$ cat src/rtl/bp_pkg.sv
`default_nettype none
// ============================================================
// bp_pkg : shared types/constants for the predictor update path
// Rev 1.0
// ============================================================
package bp_pkg;

  localparam int BP_UPD_W         = 59;
  localparam int BP_TABLE_ENTRIES = 32;
  localparam int BP_DROP_W        = 8;

  typedef struct packed {
    logic [BP_UPD_W-3:0] payload;
    logic                taken;
    logic                valid;
  } BPUpdate;

  typedef enum logic [0:0] {
    RUN   = 1'b0,
    CLEAR = 1'b1
  } SchedState;

endpackage
`default_nettype wire

$ cat src/rtl/bp_update_fifo.sv
`default_nettype none
// ============================================================
// bp_update_fifo : NUM_IN-write / 1-read circular buffer with drop counter
// Rev 1.0
// ============================================================
module bp_update_fifo
  import bp_pkg::*;
#(
  parameter int NUM_IN = 2,
  parameter int DEPTH  = 4,
  parameter int UPD_W  = BP_UPD_W
) (
  input  logic                      clk,
  input  logic                      rst,
  input  logic                      enq_en_i,
  input  logic [NUM_IN-1:0]         valid_i,
  input  logic [NUM_IN*UPD_W-1:0]   data_i,
  input  logic                      deq_i,
  output logic [UPD_W-1:0]          head_o,
  output logic [$clog2(DEPTH):0]    count_o,
  output logic [$clog2(DEPTH):0]    count_next_o,
  output logic [BP_DROP_W-1:0]      drop_cnt_o
);

  localparam int PTR_W = $clog2(DEPTH);
  localparam int CNT_W = PTR_W + 1;

  logic [UPD_W-1:0]     mem_q [DEPTH];
  logic [PTR_W-1:0]     head_q, tail_q;
  logic [CNT_W-1:0]     count_q, count_d;
  logic [CNT_W-1:0]     free_w, n_acc_w, n_drop_w;
  logic [NUM_IN-1:0]    acc_w;
  logic [PTR_W-1:0]     slot_w [NUM_IN];
  logic [BP_DROP_W-1:0] drop_q, drop_d;
  logic [BP_DROP_W:0]   drop_sum_w;

  // Free space comes from the start-of-cycle count, so a slot vacated by
  // this cycle's dequeue cannot be refilled until the next cycle.
  always_comb begin
    free_w   = CNT_W'(DEPTH) - count_q;
    n_acc_w  = '0;
    n_drop_w = '0;
    acc_w    = '0;
    for (int i = 0; i < NUM_IN; i++) begin
      slot_w[i] = tail_q + n_acc_w[PTR_W-1:0];
      if (enq_en_i && valid_i[i]) begin
        if (n_acc_w < free_w) begin
          acc_w[i] = 1'b1;
          n_acc_w  = n_acc_w + 1'b1;
        end else begin
          n_drop_w = n_drop_w + 1'b1;
        end
      end
    end
    count_d    = count_q + n_acc_w - {{(CNT_W-1){1'b0}}, deq_i};
    drop_sum_w = {1'b0, drop_q} + (BP_DROP_W+1)'(n_drop_w);
    drop_d     = drop_sum_w[BP_DROP_W] ? {BP_DROP_W{1'b1}} : drop_sum_w[BP_DROP_W-1:0];
  end

  always_ff @(posedge clk) begin
    if (rst) begin
      head_q  <= '0;
      tail_q  <= '0;
      count_q <= '0;
      drop_q  <= '0;
    end else begin
      head_q  <= head_q + PTR_W'(deq_i);
      tail_q  <= tail_q + n_acc_w[PTR_W-1:0];
      count_q <= count_d;
      drop_q  <= drop_d;
    end
  end

  always_ff @(posedge clk) begin
    for (int i = 0; i < NUM_IN; i++) begin
      if (acc_w[i]) mem_q[slot_w[i]] <= data_i[i*UPD_W +: UPD_W];
    end
  end

  assign head_o       = mem_q[head_q];
  assign count_o      = count_q;
  assign count_next_o = count_d;
  assign drop_cnt_o   = drop_q;

endmodule
`default_nettype wire

$ cat src/rtl/bp_update_scheduler.sv
`default_nettype none
// ============================================================
// bp_update_scheduler : buffers predictor updates, owns the table-clear walk
// Rev 1.0
// ============================================================
module bp_update_scheduler
  import bp_pkg::*;
#(
  parameter int NUM_IN      = 2,
  parameter int DEPTH       = 4,
  parameter int NUM_ENTRIES = BP_TABLE_ENTRIES,
  parameter int UPD_W       = BP_UPD_W
) (
  input  logic                           clk,
  input  logic                           rst,
  input  logic                           IN_clear,
  input  logic                           IN_mispredFlush,
  input  logic [NUM_IN-1:0]              IN_updValid,
  input  logic [NUM_IN*UPD_W-1:0]        IN_upd,
  output logic                           OUT_stall,
  output logic                           OUT_updValid,
  output logic [UPD_W-1:0]               OUT_upd,
  output logic                           OUT_clrValid,
  output logic [$clog2(NUM_ENTRIES)-1:0] OUT_clrIdx,
  output logic                           OUT_busy,
  output logic [BP_DROP_W-1:0]           OUT_dropCnt
);

  localparam int IDX_W = $clog2(NUM_ENTRIES);
  localparam int CNT_W = $clog2(DEPTH) + 1;

  SchedState        state_q, state_d;
  logic [IDX_W-1:0] clr_idx_q, clr_idx_d;
  logic             upd_valid_q;
  logic [UPD_W-1:0] upd_q;
  logic             stall_q, stall_d;
  logic             deq_w;
  logic [UPD_W-1:0] head_w;
  logic [CNT_W-1:0] count_w, count_next_w;

  bp_update_fifo #(
    .NUM_IN (NUM_IN),
    .DEPTH  (DEPTH),
    .UPD_W  (UPD_W)
  ) u_fifo (
    .clk          (clk),
    .rst          (rst),
    .enq_en_i     (~IN_mispredFlush),
    .valid_i      (IN_updValid),
    .data_i       (IN_upd),
    .deq_i        (deq_w),
    .head_o       (head_w),
    .count_o      (count_w),
    .count_next_o (count_next_w),
    .drop_cnt_o   (OUT_dropCnt)
  );

  always_comb begin
    state_d   = state_q;
    clr_idx_d = clr_idx_q;
    deq_w     = 1'b0;
    case (state_q)
      RUN: begin
        if (IN_clear) begin
          state_d   = CLEAR;
          clr_idx_d = '0;
        end else begin
          deq_w = (count_w != '0);
        end
      end
      CLEAR: begin
        if (IN_clear) begin
          clr_idx_d = '0;
        end else if (clr_idx_q == IDX_W'(NUM_ENTRIES - 1)) begin
          state_d   = RUN;
          clr_idx_d = '0;
        end else begin
          clr_idx_d = clr_idx_q + 1'b1;
        end
      end
      default: begin
        state_d   = CLEAR;
        clr_idx_d = '0;
      end
    endcase
    // Sources need room for a full NUM_IN-wide burst next cycle.
    stall_d = ((CNT_W'(DEPTH) - count_next_w) < CNT_W'(NUM_IN)) || (state_d == CLEAR);
  end

  always_ff @(posedge clk) begin
    if (rst) begin
      state_q     <= CLEAR;
      clr_idx_q   <= '0;
      upd_valid_q <= 1'b0;
      upd_q       <= '0;
      stall_q     <= 1'b1;
    end else begin
      state_q     <= state_d;
      clr_idx_q   <= clr_idx_d;
      upd_valid_q <= deq_w;
      stall_q     <= stall_d;
      if (deq_w) upd_q <= head_w;
    end
  end

  assign OUT_stall    = stall_q;
  assign OUT_updValid = upd_valid_q;
  assign OUT_upd      = upd_q;
  assign OUT_clrValid = (state_q == CLEAR);
  assign OUT_busy     = (state_q == CLEAR);
  assign OUT_clrIdx   = clr_idx_q;

endmodule
`default_nettype wire

$ cat config.mk
export PLATFORM = sky130hd
export DESIGN_NAME = bp_update_scheduler
export DESIGN_NICKNAME = d
export VERILOG_FILES = /design/src/rtl/bp_pkg.sv /design/src/rtl/bp_update_fifo.sv /design/src/rtl/bp_update_scheduler.sv
export SDC_FILE = /design/constraint.sdc
export NUM_CORES = 1
export LEC_CHECK = 0
export CAP_MARGIN = 20
export CORE_MARGIN = 10
export CORE_UTILIZATION = 45
export DETAILED_ROUTE_END_ITERATION = 16
export PLACE_DENSITY = 0.68
export SYNTH_ARGS = -nofsm -noshare
export SYNTH_HDL_FRONTEND = slang
export SYNTH_SLANG_ARGS = --single-unit
$ cat constraint.sdc
create_clock -name clk -period 11.7 [get_ports clk]
set_clock_uncertainty 0.2 [all_clocks]
set_input_delay 1.17 -clock clk [delete_from_list [all_inputs] [get_ports clk]]
set_output_delay 1.17 -clock clk [all_outputs]
set_load 0.02 [all_outputs]
==> results_dict.tcl <==
set metrics [dict create \
    drc 0 \
    seqPwrFrac_pct 46.6 \
    die_x_um 199 \
    placed_cells 1412 \
    grt_pass1_vias 8918 \
    cp-start-kind "input port" \
    place.gp.congestion 0.724 \
    finalPower_mw 3.21 \
    syn_avg_cell_area_um2 16.8 \
    pwr_density_cell_mw_per_mm2 179 \
    maxSlewHeadroom_pct 24.8 \
    worst_ep_required_time_ns 11.75 \
    crit_fanout 59 \
    multi_input_area_mm2 0.00549 \
    synth.distinct_cells 49 \
    cts_sinks 318 \
    vdd_drop_max_uv 100 \
    gr-usage-all-layers_pct 17.4 \
    clk_pin_slew_worst_paths_ns 0.06 \
    synth_ff_type "edfxtp_1" \
    min_period_ns 4.37 \
    synth-seq-cells 318 \
    min_delay_path_depth 1 \
    drive_gt1_share_pct 34.5 \
    cts_resized 0 \
    io_buffers 199 \
    postRouteAntennaNets 0 \
    startpoint "IN_mispredFlush" \
    nFillCells 2477 \
    rr_worst_depth 11 \
    fmax_mhz 229 \
    end_kind "flop" \
    cp-endpoint "u_fifo.mem_q[2][10]" \
    synth-edff-count 236 \
    instances_no_fill 1475 \
    cts_buffers 35 \
    drv_slew 0 \
    r2r-start "u_fifo.count_o[0]" \
    grt_max_degree 61 \
    drt_pass1_iterations 4 \
    synth_fp_nets 1000 \
    fin_crit_sh_pct 37.4 \
    hold_class "reg2reg" \
    placed_area_mm2 0.0168 \
    leakagePower_nw 6.03 \
    antenna_found_initial 1 \
    comb_power_share_pct 21.4 \
    fin_area_mm2 0.0179 \
    synth-async-reset-ratio_pct 0 \
    reg2reg_slack_ns 7.51 \
    p_int_mw 2.37 \
    cts-hold-fix-buffers 0 \
    synthCells 859 \
    area_growth_pct 23.7 \
    tns_ns 0 \
    timing.rr.end "u_fifo.mem_q[2][10]" \
    cts_root_buffer "clkbuf_16" \
    utilization_pct 56.6 \
    dieArea_mm2 0.0397 \
    nNetsFinal 1188 \
    rsz0062_at_grt "no" \
    synthTopCellsByArea "edfxtp_1, mux2_2, dfxtp_1" \
    vias 8283 \
    seq_area_mm2 0.00874 \
    finalSetupViolCount 0 \
    cts_tree "yes" \
    finalHoldViolations 0 \
    grt_first_pass_wirelength_um 53500 \
    drv_cap 0 \
    dpl.hpwl_um 20400 \
    worstMarginPinSlew_ns 1.13 \
    switching_share_pct 26.2 \
    pin_count 200 \
    wl_um 34400 \
    drt-initial-drc-count 534 \
    die_h_um 199 \
    synth_largest_area_cell "edfxtp_1" \
    rows 65 \
    vias_per_cell 5.62 \
    crit_arrival_ns 4.42 \
    yosysTopAreaCellShare_pct 49.0 \
    critical_path_class "in2reg" \
    antenna_cells 0 \
    netlist_top_cells_count "edfxtp_1, mux2_2, dfxtp_1, a22o_1, mux4_2" \
    grt_overflow 0 \
    pwr-share-clk_pct 32.1 \
    core_mm2 0.0316 \
    synth.most_common_cell "edfxtp_1" \
    switching_power_mw 0.839 \
    start_util_pct 45.7 \
    syn_area_mm2 0.0145 \
    clk_latency_ns 0.51 \
    ys_warn_count 0 \
    status "complete, no violations" \
    cts_setup_buffers 0 \
    cts_max_level 2 \
    post_drt_wl_per_cell_um 23.3 \
    ys_seq_area_share_pct 60.3 \
    clockBufferDepth 3 \
]
-- per-stage QoR --
stage	setup slack [ns]	hold slack (ns)
after floorplan	5.95	0.321
after global placement	6.85	0.262
after detailed placement	6.81	0.263
after CTS	7.34	0.279
after global routing	7.16	0.288
final	7.33	0.275
-- cells by family (layout without fill, tap and decap cells) --
group           after synthesis  count (layout)  share of synthesized area, %
fa+ha+maj                    17              17                          1.57
simple gates                 58              58                          2.05
compound gates               88              88                          5.07
xor+xnor                      7               7                         0.424
flops                       318             318                          60.3
buf+inv                      73             287                          2.55
mux                         298             298                          28.0
-- metal layers --
layer	vias up	wire (um)	part of all wire (%)	global-route usage [%]
met4	2	444	1.3	3.84
li1	3804	-	-	-
met3	35	1850	5.4	3.45
met5	-	12	0.035	0
met2	203	16600	48	28.3
met1	4239	15500	45	23.6
-- registers in the layout, summed over array words and instances, names as in the netlist --
| name | cells |
|---|---|
| u_fifo.mem_q | 236 |
| OUT_upd | 59 |
| u_fifo.drop_cnt_o | 8 |
| OUT_clrIdx | 5 |
| u_fifo.count_o | 3 |
| u_fifo.head_q | 2 |
| u_fifo.tail_q | 2 |
| OUT_busy | 1 |
| OUT_stall | 1 |
| OUT_updValid | 1 |
-- final cells by class --
type                            instances  share of cell area, %
Clock buffer                           50                   5.32
Clock inverter                         13                  0.566
Inverter                               15                  0.315
Multi-Input combinational cell        468                   30.6
Sequential cell                       318                   48.8
Tap cell                              402                   2.81
Timing Repair Buffer                  209                   11.5
-- layout by cell type, fill, tap and decap left out, drive strengths merged, types with 2 or more instances in the layout --
cell           instances
or2                    3
and2b                  2
a22o                  59
nor3                   4
xnor2                  6
dfxtp                 82
a21oi                  7
nor2b                  4
a31oi                  3
nand2                 12
o21bai                 3
buf                   10
nand2b                 5
o211ai                 2
edfxtp               236
nor3b                  2
mux4                  59
inv                   18
ha                    15
mux2                 237
mux2i                  2
o21ai                  3
fa                     2
nor2                  20
clkbuf                50
clkinv                 8
and3                   3
clkdlybuf4s50        199
o2bb2ai                5
-- power groups by stage --
stage,sequential [mW],combinational [mW],clock (mW)
2_1_floorplan,1.52,0.469,0
3_3_place_gp,1.51,0.687,0
3_5_place_dp,1.52,0.695,0
4_1_cts,1.50,0.700,1.05
5_1_grt,1.51,0.750,1.09
6_report,1.49,0.685,1.03
-- worst min path at each step --
stage | endpoint | slack [ns] | from
2_1_floorplan | u_fifo.count_o[2] | 0.32 | u_fifo.count_o[2]
5_1_grt | OUT_upd[26] | 0.29 | OUT_upd[26]
6_report | OUT_upd[33] | 0.27 | OUT_upd[33]
3_3_place_gp | OUT_upd[34] | 0.26 | OUT_upd[34]
3_5_place_dp | OUT_upd[8] | 0.26 | OUT_upd[8]
4_1_cts | OUT_upd[26] | 0.28 | OUT_upd[26]
-- worst max-delay path: stages --
cell and delay (ns):
clkdlybuf4s50_1 0.43, nand2b_1 0.18, or2_2 0.33, inv_1 0.10, ha_1 0.26, xor2_1 0.49
nor2b_4 0.25, buf_4 0.75, mux2_2 0.42
Power figures use the tool's default switching activity.
